## config.mk

```make
export PLATFORM = sky130hd
export DESIGN_NAME = key_debounce_pulse
export DESIGN_NICKNAME = d
export VERILOG_FILES = /design/src/rtl/key_debounce_pulse.sv
export SDC_FILE = /design/constraint.sdc
export NUM_CORES = 1
export LEC_CHECK = 0
export ABC_AREA = 1
export CELL_PAD_IN_SITES_DETAIL_PLACEMENT = 1
export CELL_PAD_IN_SITES_GLOBAL_PLACEMENT = 2
export CORE_AREA = 2 2 106 108
export DETAILED_ROUTE_END_ITERATION = 8
export DIE_AREA = 0 0 108 110
export GPL_TIMING_DRIVEN = 0
export PLACE_DENSITY_LB_ADDON = 0.25
export SETUP_SLACK_MARGIN = 0.4
export SLEW_MARGIN = 5
export SYNTH_ARGS = -nofsm -noshare
export SYNTH_HDL_FRONTEND = slang
export SYNTH_SLANG_ARGS = --single-unit
```

## constraint.sdc

```tcl
create_clock -name clk -period 3.4 [get_ports clk]
set_input_delay 0.34 -clock clk [delete_from_list [all_inputs] [get_ports clk]]
set_output_delay 0.34 -clock clk [all_outputs]
set_load 0.03 [all_outputs]
```

## src/rtl/key_debounce_pulse.sv

```systemverilog
// Push-button conditioner: pad synchroniser, stability-counter debounce, and registered
// press / release / long-press strobes plus a clean pressed level.
//
// state        | meaning
// IDLE         | key released and stable, Level=0
// PRESS_WAIT   | pressed level seen, waiting for it to stay stable
// PRESSED      | press accepted, hold timer running
// HELD_LONG    | long-press strobe already issued, hold timer frozen
// RELEASE_WAIT | released level seen while pressed, waiting for it to stay stable
module key_debounce_pulse #(
   parameter int DEBOUNCE_CYCLES = 1000000,
   parameter int LONG_CYCLES     = 50000000,
   parameter bit ACTIVE_LOW_IN   = 1'b1
) (
   input  logic clk,
   input  logic reset,
   input  logic ButtonIn,
   output logic ButtonOut,
   output logic ReleaseOut,
   output logic LongOut,
   output logic Level
);

   localparam int DW = $clog2(DEBOUNCE_CYCLES + 1);
   localparam int HW = $clog2(LONG_CYCLES + 1);
   localparam logic [DW-1:0] DEB_LAST  = DW'(DEBOUNCE_CYCLES - 1);
   localparam logic [HW-1:0] HOLD_LAST = HW'(LONG_CYCLES - 1);

   typedef enum logic [2:0] {
      IDLE,
      PRESS_WAIT,
      PRESSED,
      HELD_LONG,
      RELEASE_WAIT
   } state_t;

   state_t          state, state_n;
   logic [DW-1:0]   deb_cnt, deb_n;
   logic [HW-1:0]   hold_cnt, hold_n;
   logic            long_done, long_done_n;
   logic            press_n, release_n, long_n, level_n;
   logic            pad_pressed;
   logic            sync_q, btn_s;

   assign pad_pressed = ACTIVE_LOW_IN ? ~ButtonIn : ButtonIn;

   always_ff @(posedge clk) begin
      if (!reset) begin
         sync_q     <= 1'b0;
         btn_s      <= 1'b0;
         state      <= IDLE;
         deb_cnt    <= '0;
         hold_cnt   <= '0;
         long_done  <= 1'b0;
         ButtonOut  <= 1'b0;
         ReleaseOut <= 1'b0;
         LongOut    <= 1'b0;
         Level      <= 1'b0;
      end else begin
         sync_q     <= pad_pressed;
         btn_s      <= sync_q;
         state      <= state_n;
         deb_cnt    <= deb_n;
         hold_cnt   <= hold_n;
         long_done  <= long_done_n;
         ButtonOut  <= press_n;
         ReleaseOut <= release_n;
         LongOut    <= long_n;
         Level      <= level_n;
      end
   end

   always_comb begin
      state_n     = state;
      deb_n       = deb_cnt;
      hold_n      = hold_cnt;
      long_done_n = long_done;
      press_n     = 1'b0;
      release_n   = 1'b0;
      long_n      = 1'b0;
      level_n     = Level;

      case (state)
         IDLE: begin
            level_n = 1'b0;
            if (btn_s) begin
               state_n = PRESS_WAIT;
               deb_n   = '0;
            end
         end

         PRESS_WAIT: begin
            if (!btn_s) begin
               state_n = IDLE;
            end else if (deb_cnt == DEB_LAST) begin
               state_n     = PRESSED;
               press_n     = 1'b1;
               level_n     = 1'b1;
               hold_n      = '0;
               long_done_n = 1'b0;
            end else begin
               deb_n = deb_cnt + DW'(1);
            end
         end

         PRESSED: begin
            if (!btn_s) begin
               state_n = RELEASE_WAIT;
               deb_n   = '0;
            end else if (hold_cnt == HOLD_LAST) begin
               state_n     = HELD_LONG;
               long_n      = 1'b1;
               long_done_n = 1'b1;
            end else begin
               hold_n = hold_cnt + HW'(1);
            end
         end

         HELD_LONG: begin
            if (!btn_s) begin
               state_n = RELEASE_WAIT;
               deb_n   = '0;
            end
         end

         RELEASE_WAIT: begin
            // a release bounce returns to whichever pressed state we came from
            if (btn_s) begin
               state_n = long_done ? HELD_LONG : PRESSED;
            end else if (deb_cnt == DEB_LAST) begin
               state_n   = IDLE;
               release_n = 1'b1;
               level_n   = 1'b0;
            end else begin
               deb_n = deb_cnt + DW'(1);
            end
         end

         default: begin
            state_n = IDLE;
            level_n = 1'b0;
         end
      endcase
   end

endmodule

```

==> results of run 1 <==
report_power, final:
group	internal [mW]	leakage, nW	total, mW	switching, mW
clock	0.290	0.0642	0.535	0.244
sequential	0.711	0.454	0.773	0.0617
combinational	0.313	1.06	0.981	0.668
total	1.31	1.58	2.29	0.975
through the flow:
stage                     hold WS (ps)  worst slack [ps]  area, sq um  utilization  cells
after floorplan                    390              1770         3760            -    631
after global placement             399              1450         3980        0.372    776
after detailed placement           420              1410         3980        0.372    776
after CTS                          445              1380         4110        0.384    783
after global routing               457              1200         4110        0.384    783
final                              437              1420         4110        0.384    783
path summary, 6_finish.rpt:
path	slack (ps)	from	cells after the start	end
worst max-delay path	1420	deb_cnt[0]$_SDFFE_PN0P_	10	hold_cnt[15]$_SDFFE_PN0P_
worst min-delay path	440	sync_q$_SDFF_PN0_	2	btn_s$_SDFF_PN0_
worst max register to register	1420	deb_cnt[0]$_SDFFE_PN0P_	10	hold_cnt[15]$_SDFFE_PN0P_
worst min register to register	440	sync_q$_SDFF_PN0_	2	btn_s$_SDFF_PN0_
cell families after synthesis:
group	after synthesis	share of synthesized area
AND/OR/NAND/NOR	424	0.491
buffers and inverters	93	0.106
flip-flops	56	0.298
AO/OA/AOI/OAI	44	0.0703
XOR/XNOR	12	0.0280
adder cells (fa/ha/maj)	2	0.00666
state kept, by name, summed over array words and instances (netlist names):
name        flops
hold_cnt       26
deb_cnt        20
state           3
ButtonOut       1
Level           1
LongOut         1
ReleaseOut      1
btn_s           1
long_done       1
sync_q          1
final cells by class:
| type | instances | area, sq um | share of cell area |
|---|---|---|---|
| multi-input cells | 482 | 2240 | 0.544 |
| flip-flops and latches | 56 | 1120 | 0.273 |
| inverters | 77 | 289 | 0.0703 |
| well taps | 140 | 175 | 0.0426 |
| plain buffers | 16 | 109 | 0.0265 |
| clock buffers | 5 | 68.8 | 0.0167 |
| clock inverters | 2 | 60.1 | 0.0146 |
| repair buffers | 5 | 50.0 | 0.0122 |
per-layer routing:
metal / up-vias / track usage
met5: - / 0
met4: 0 / 0.0623
met3: 15 / 0.0288
met2: 29 / 0.376
met1: 1845 / 0.259
li1: 1986 / -
worst min-delay path, stage by stage, from the launching register on:
cell and delay (ps):
dfxtp_1 320, nand2_1 60, inv_1 30
cell usage after synthesis (2+ instances only):
library cell	n
nor2_1	128
o21ai_1	5
a21oi_1	20
nand4_1	14
xor2_1	9
dfxtp_1	56
buf_2	3
nand3b_1	2
nor2_2	3
nand2_2	15
buf_6	5
nand3_2	4
inv_2	12
nor3_1	11
clkbuf_1	5
xnor2_1	3
nor2_4	3
o21ai_0	9
buf_4	2
nand3_1	49
inv_1	65
nand2_1	190
a21oi_2	7
ha_1	2
==> reports/qor.yml, run 1 <==
yosys:
  ys_ff_latch: 56
  avgSynthCellArea_sq_um: 5.95
  syn_area_sq_um: 3760
  synth_cells: 631
  synth_edf_count: 0
  yosys_warnings: 0
  synth_ff_type: "dfxtp_1"
  synthArstFlopShare: 0
  synth_area_leaders: "dfxtp_1 30%, nand2_1 19%, nor2_1 13%"
  syn-num-nets: 636
  synth_top_cell_area_share: 0.298
  yosysSeqAreaShare: 0.298
  synth_top_area_cell: "dfxtp_1"
  synth.distinct_cells: 33
die:
  initial_core_util: 0.351
  io_pins: 7
  die_y_um: 110
  rows: 38
  dieArea_sq_um: 11900
  coreArea_sq_um: 10700
  die_x_um: 108
cells_and_area:
  final_nets: 648
  area_growth_pct: 9.42
  layout_common_cells: "190 x nand2_1, 128 x nor2_1, 65 x inv_1"
  diodes: 0
  final_common_cell: "nand2_1"
  drive_gt1_frac: 0.103
  fillCellCount: 1483
worst_setup_path:
  required_ps: 3670
  path_class: "reg -> reg"
  crit_slowest_cell: "dfxtp_1"
  crit_chain: "ha_1 > nand3_2 > nor2_1 > nand3_2 > nand2_2 > nand2_2 > nor2_8 > buf_6 > nand2_1 > a21oi_2"
  start_kind: "flip-flop"
  cp_max_fo: 10
  cp-end-kind: "flip-flop"
  crit_arrival_ps: 2240
  crit_family: "simple AND/OR/NAND/NOR gates"
  path_buf_inv: 1
  slowest_delay_ps: 440
clock_tree:
  numCtsBuffers: 5
  tritoncts: "yes"
  clock-sinks: 56
  clk_pin_slew_ps: 110
  cts_root_buffer: "clkbuf_8"
  holdBufCountCts: 0
  clock_path_buffers: 2
  cts_setup_buffers: 0
  cts-resized-gates: 0
  insertion_delay_ps: 340
  htree_levels: 2
global_route:
  grt_pass1_wl_um: 19400
  grt_max_degree: 17
  grt.total_usage: 0.208
  antenna_found_initial: 0
  grt_pass1_vias: 3949
  gr-total-overflow: 0
drt:
  routed_wl_um: 11500
  dr_total_vias: 3875
  dr.pass1.iters: 4
  routedWlPerCell_um: 14.7
  wl_met3_um: 223
  postRouteAntennaNets: 0
  highest_layer: "met4"
  met2_length_um: 5730
  drt_iter0_markers: 130
  vias_per_cell: 4.95
  wl_met1_um: 5370
  drc: 0
timing:
  hold_viol: 0
  worst_slew_pin_slew_ps: 647
  skew_ps: 12.2
  fmax_ghz: 0.506
  finalCriticalPeriod_ps: 1980
  slew_headroom: 0.569
  setup_viol: 0
  finalSetupTns_ps: 0
  slew_viol_final: 0
  rsz0062_at_grt: "false"
  finalCritPeriodShare: 0.581
flow_run:
  cap_violations: 0
pwr:
  leakage_nw: 1.58
  vdd_drop_max_v: 0.000317
  powerDensity_nw_per_um2: 557
  total_power_mw: 2.29
placed_design:
  port_buffers: 5
  place_hpwl_um: 9060
  gp_congestion: 0.816
run_status:
  status: "completed"
hold_path:
  min_path_type: "reg -> reg"
Power figures use the tool's default switching activity.
==> run 2: changes to the inputs <==
--- a/config.mk
+++ b/config.mk
@@ -8,9 +8,9 @@
 export ABC_AREA = 1
 export CELL_PAD_IN_SITES_DETAIL_PLACEMENT = 1
 export CELL_PAD_IN_SITES_GLOBAL_PLACEMENT = 2
-export CORE_AREA = 2 2 106 108
+export CORE_AREA = 2 2 115 117
 export DETAILED_ROUTE_END_ITERATION = 8
-export DIE_AREA = 0 0 108 110
+export DIE_AREA = 0 0 117 119
 export GPL_TIMING_DRIVEN = 0
 export PLACE_DENSITY_LB_ADDON = 0.25
 export SETUP_SLACK_MARGIN = 0.4
==> constraint.sdc (replaced) <==
create_clock -name clk -period 1.6 [get_ports clk]
set_input_delay 0.16 -clock clk [delete_from_list [all_inputs] [get_ports clk]]
set_output_delay 0.16 -clock clk [all_outputs]
set_load 0.03 [all_outputs]
==> run 2 against run 1 <==
The flow now finishes with violations (setup timing). Clock power increased by 120%. Clock skew shrank 0.72 ps. Register-to-register slack worse by 1600 ps. Global-route usage is 1.0 points lower. Hold slack worse by 95 ps. Critical endpoint unchanged.
==> reports/qor.yml, run 2 (synthesized netlist as in run 1, its figures left out) <==
worst_setup_path:
  crit_family: "simple AND/OR/NAND/NOR gates"
  crit_slowest_cell: "dfxtp_4"
  required_ps: 1830
  cp-end-kind: "flip-flop"
  start_kind: "flip-flop"
  crit_top_cell: "nand2_4"
  cp_max_fo: 7
  slowest_delay_ps: 380
  crit_arrival_ps: 2000
  path_buf_inv: 3
  path_class: "reg -> reg"
  crit_chain: "inv_2 > nor2_1 > nand2_1 > nor2_2 > nand3_4 > nand2_4 > nand2_4 > nor2_8 > buf_4 > buf_8 > nand2_2 > a21oi_2"
global_route:
  grt_max_degree: 16
  gr-total-overflow: 0
  grt_pass1_vias: 4298
  antenna_found_initial: 0
  grt.total_usage: 0.198
  grt_pass1_wl_um: 21400
drt:
  met2_length_um: 7300
  vias_per_cell: 4.77
  dr.pass1.iters: 4
  dr_total_vias: 4246
  drc: 0
  routedWlPerCell_um: 15.5
  postRouteAntennaNets: 0
  drt_iter0_markers: 161
  highest_layer: "met4"
  wl_met1_um: 5820
  wl_met3_um: 317
  routed_wl_um: 13800
clock_tree:
  numCtsBuffers: 5
  clock-sinks: 56
  clock_path_buffers: 2
  holdBufCountCts: 0
  clk_pin_slew_ps: 80
  htree_levels: 2
  cts_root_buffer: "clkbuf_16"
  insertion_delay_ps: 310
  tritoncts: "yes"
timing:
  fin_ws_ps: -169
  finalCriticalPeriod_ps: 1770
  whs_ps: 342
  finalCritPeriodShare: 1.11
  setup_viol: 48
  skew_ps: 11.5
  worst_slew_pin_slew_ps: 740
  fmax_ghz: 0.565
  rsz0062_at_grt: "true"
  finalSetupTns_ps: -5100
  slew_headroom: 0.507
  slew_viol_final: 0
  hold_viol: 0
pwr:
  switchingPower_mw: 2.77
  leakage_nw: 2.21
  p_clk_frac: 0.179
  total_power_mw: 6.70
  swShare: 0.414
  vdd_drop_max_v: 0.000423
  combPwrFrac: 0.571
  power_frac_seq: 0.250
  intPower_mw: 3.92
  powerDensity_nw_per_um2: 1180
die:
  dieArea_sq_um: 13900
  die_x_um: 117
  die_y_um: 119
  initial_core_util: 0.292
  io_pins: 7
  rows: 42
  coreArea_sq_um: 12900
cells_and_area:
  drive_gt1_frac: 0.430
  final_util: 0.442
  final_nets: 718
  layout_common_cells: "149 x nand2_1, 93 x nor2_1, 53 x inv_1"
  final_common_cell: "nand2_1"
  diodes: 0
  largest_reg_flops: 26
  regMostFlops: "hold_cnt"
  area_growth_pct: 51.4
  reg_top3: "hold_cnt: 26 flops, deb_cnt: 20 flops, state: 3 flops"
placed_design:
  gp_congestion: 0.782
  place_hpwl_um: 8930
  port_buffers: 5
  place_ws_ps: -250
hold_path:
  min_path_type: "in -> reg"
flow_run:
  cap_violations: 0
run_status:
  status: "complete, but fails checks"
  violations: "setup timing"
-- run 2: cell count changes in the layout (fill, tap and decap cells not counted), moves of 12 or more --
| cell | delta |
|---|---|
| nand2_1 | -41 |
| dfxtp_1 | -47 |
| nand3_1 | -12 |
| nor2_2 | +14 |
| nor2_1 | -35 |
| a21oi_1 | -12 |
| inv_1 | -12 |
| buf_4 | +45 |
| nand2_2 | +23 |
| nor2_4 | +22 |
| nand2_4 | +18 |
| dfxtp_4 | +17 |
| dfxtp_2 | +30 |
-- run 2: final timing paths --
path                            slack (ps)                startpoint  depth (start not counted)                         to
worst min-delay path                   340                     reset                          3      state[1]$_SDFFE_PN0P_
worst max-delay path                  -170  deb_cnt[14]$_SDFFE_PN0P_                         12  hold_cnt[15]$_SDFFE_PN0P_
worst max register to register        -170  deb_cnt[14]$_SDFFE_PN0P_                         12  hold_cnt[15]$_SDFFE_PN0P_
worst min register to register         420         sync_q$_SDFF_PN0_                          2           btn_s$_SDFF_PN0_
-- run 2: area by class of cell --
cell class / instances / area [sq um]
buffer: 16 / 174
clock buffer: 8 / 146
fill: 1638 / 7190
inverter: 77 / 317
multi-input combinational: 483 / 2870
sequential: 56 / 1220
tap: 176 / 220
timing repair buffer: 74 / 737
-- run 2: routing by layer --
| layer | GRT usage | vias up |
|---|---|---|
| met4 | 0.0603 | 0 |
| met3 | 0.0336 | 22 |
| met1 | 0.235 | 2045 |
| met5 | 0 | - |
| li1 | - | 2142 |
| met2 | 0.358 | 37 |
-- run 2: power by group through the flow --
| stage | sequential, mW | clock, mW | combinational (mW) |
|---|---|---|---|
| after floorplan | 1.68 | 0 | 1.60 |
| final | 1.67 | 1.20 | 3.83 |
| after detailed placement | 1.70 | 0 | 2.16 |
| after CTS | 1.67 | 1.23 | 3.37 |
| after global placement | 1.69 | 0 | 2.14 |
| after global routing | 1.69 | 1.30 | 4.13 |
-- run 2: per-stage QoR --
stage               cells  instance area, sq um
finish                890                  5690
floorplan             631                  3840
detailed placement    812                  4110
global route          890                  5690
global placement      812                  4110
CTS                   862                  5160
-- run 2: worst min-delay path, delay by kind of cell --
family / cells / cell delay, ps
buffers and inverters: 1 / 240
AO/OA/AOI/OAI: 1 / 160
AND/OR/NAND/NOR: 1 / 60
-- run 2: what timing repair did --
item | CTS | global route
gates resized for setup | 176 | 91
pin swaps | 29 | 46
gates cloned | 5 | 2
setup buffers | 37 | 26
setup endpoints to repair | 58 | 56
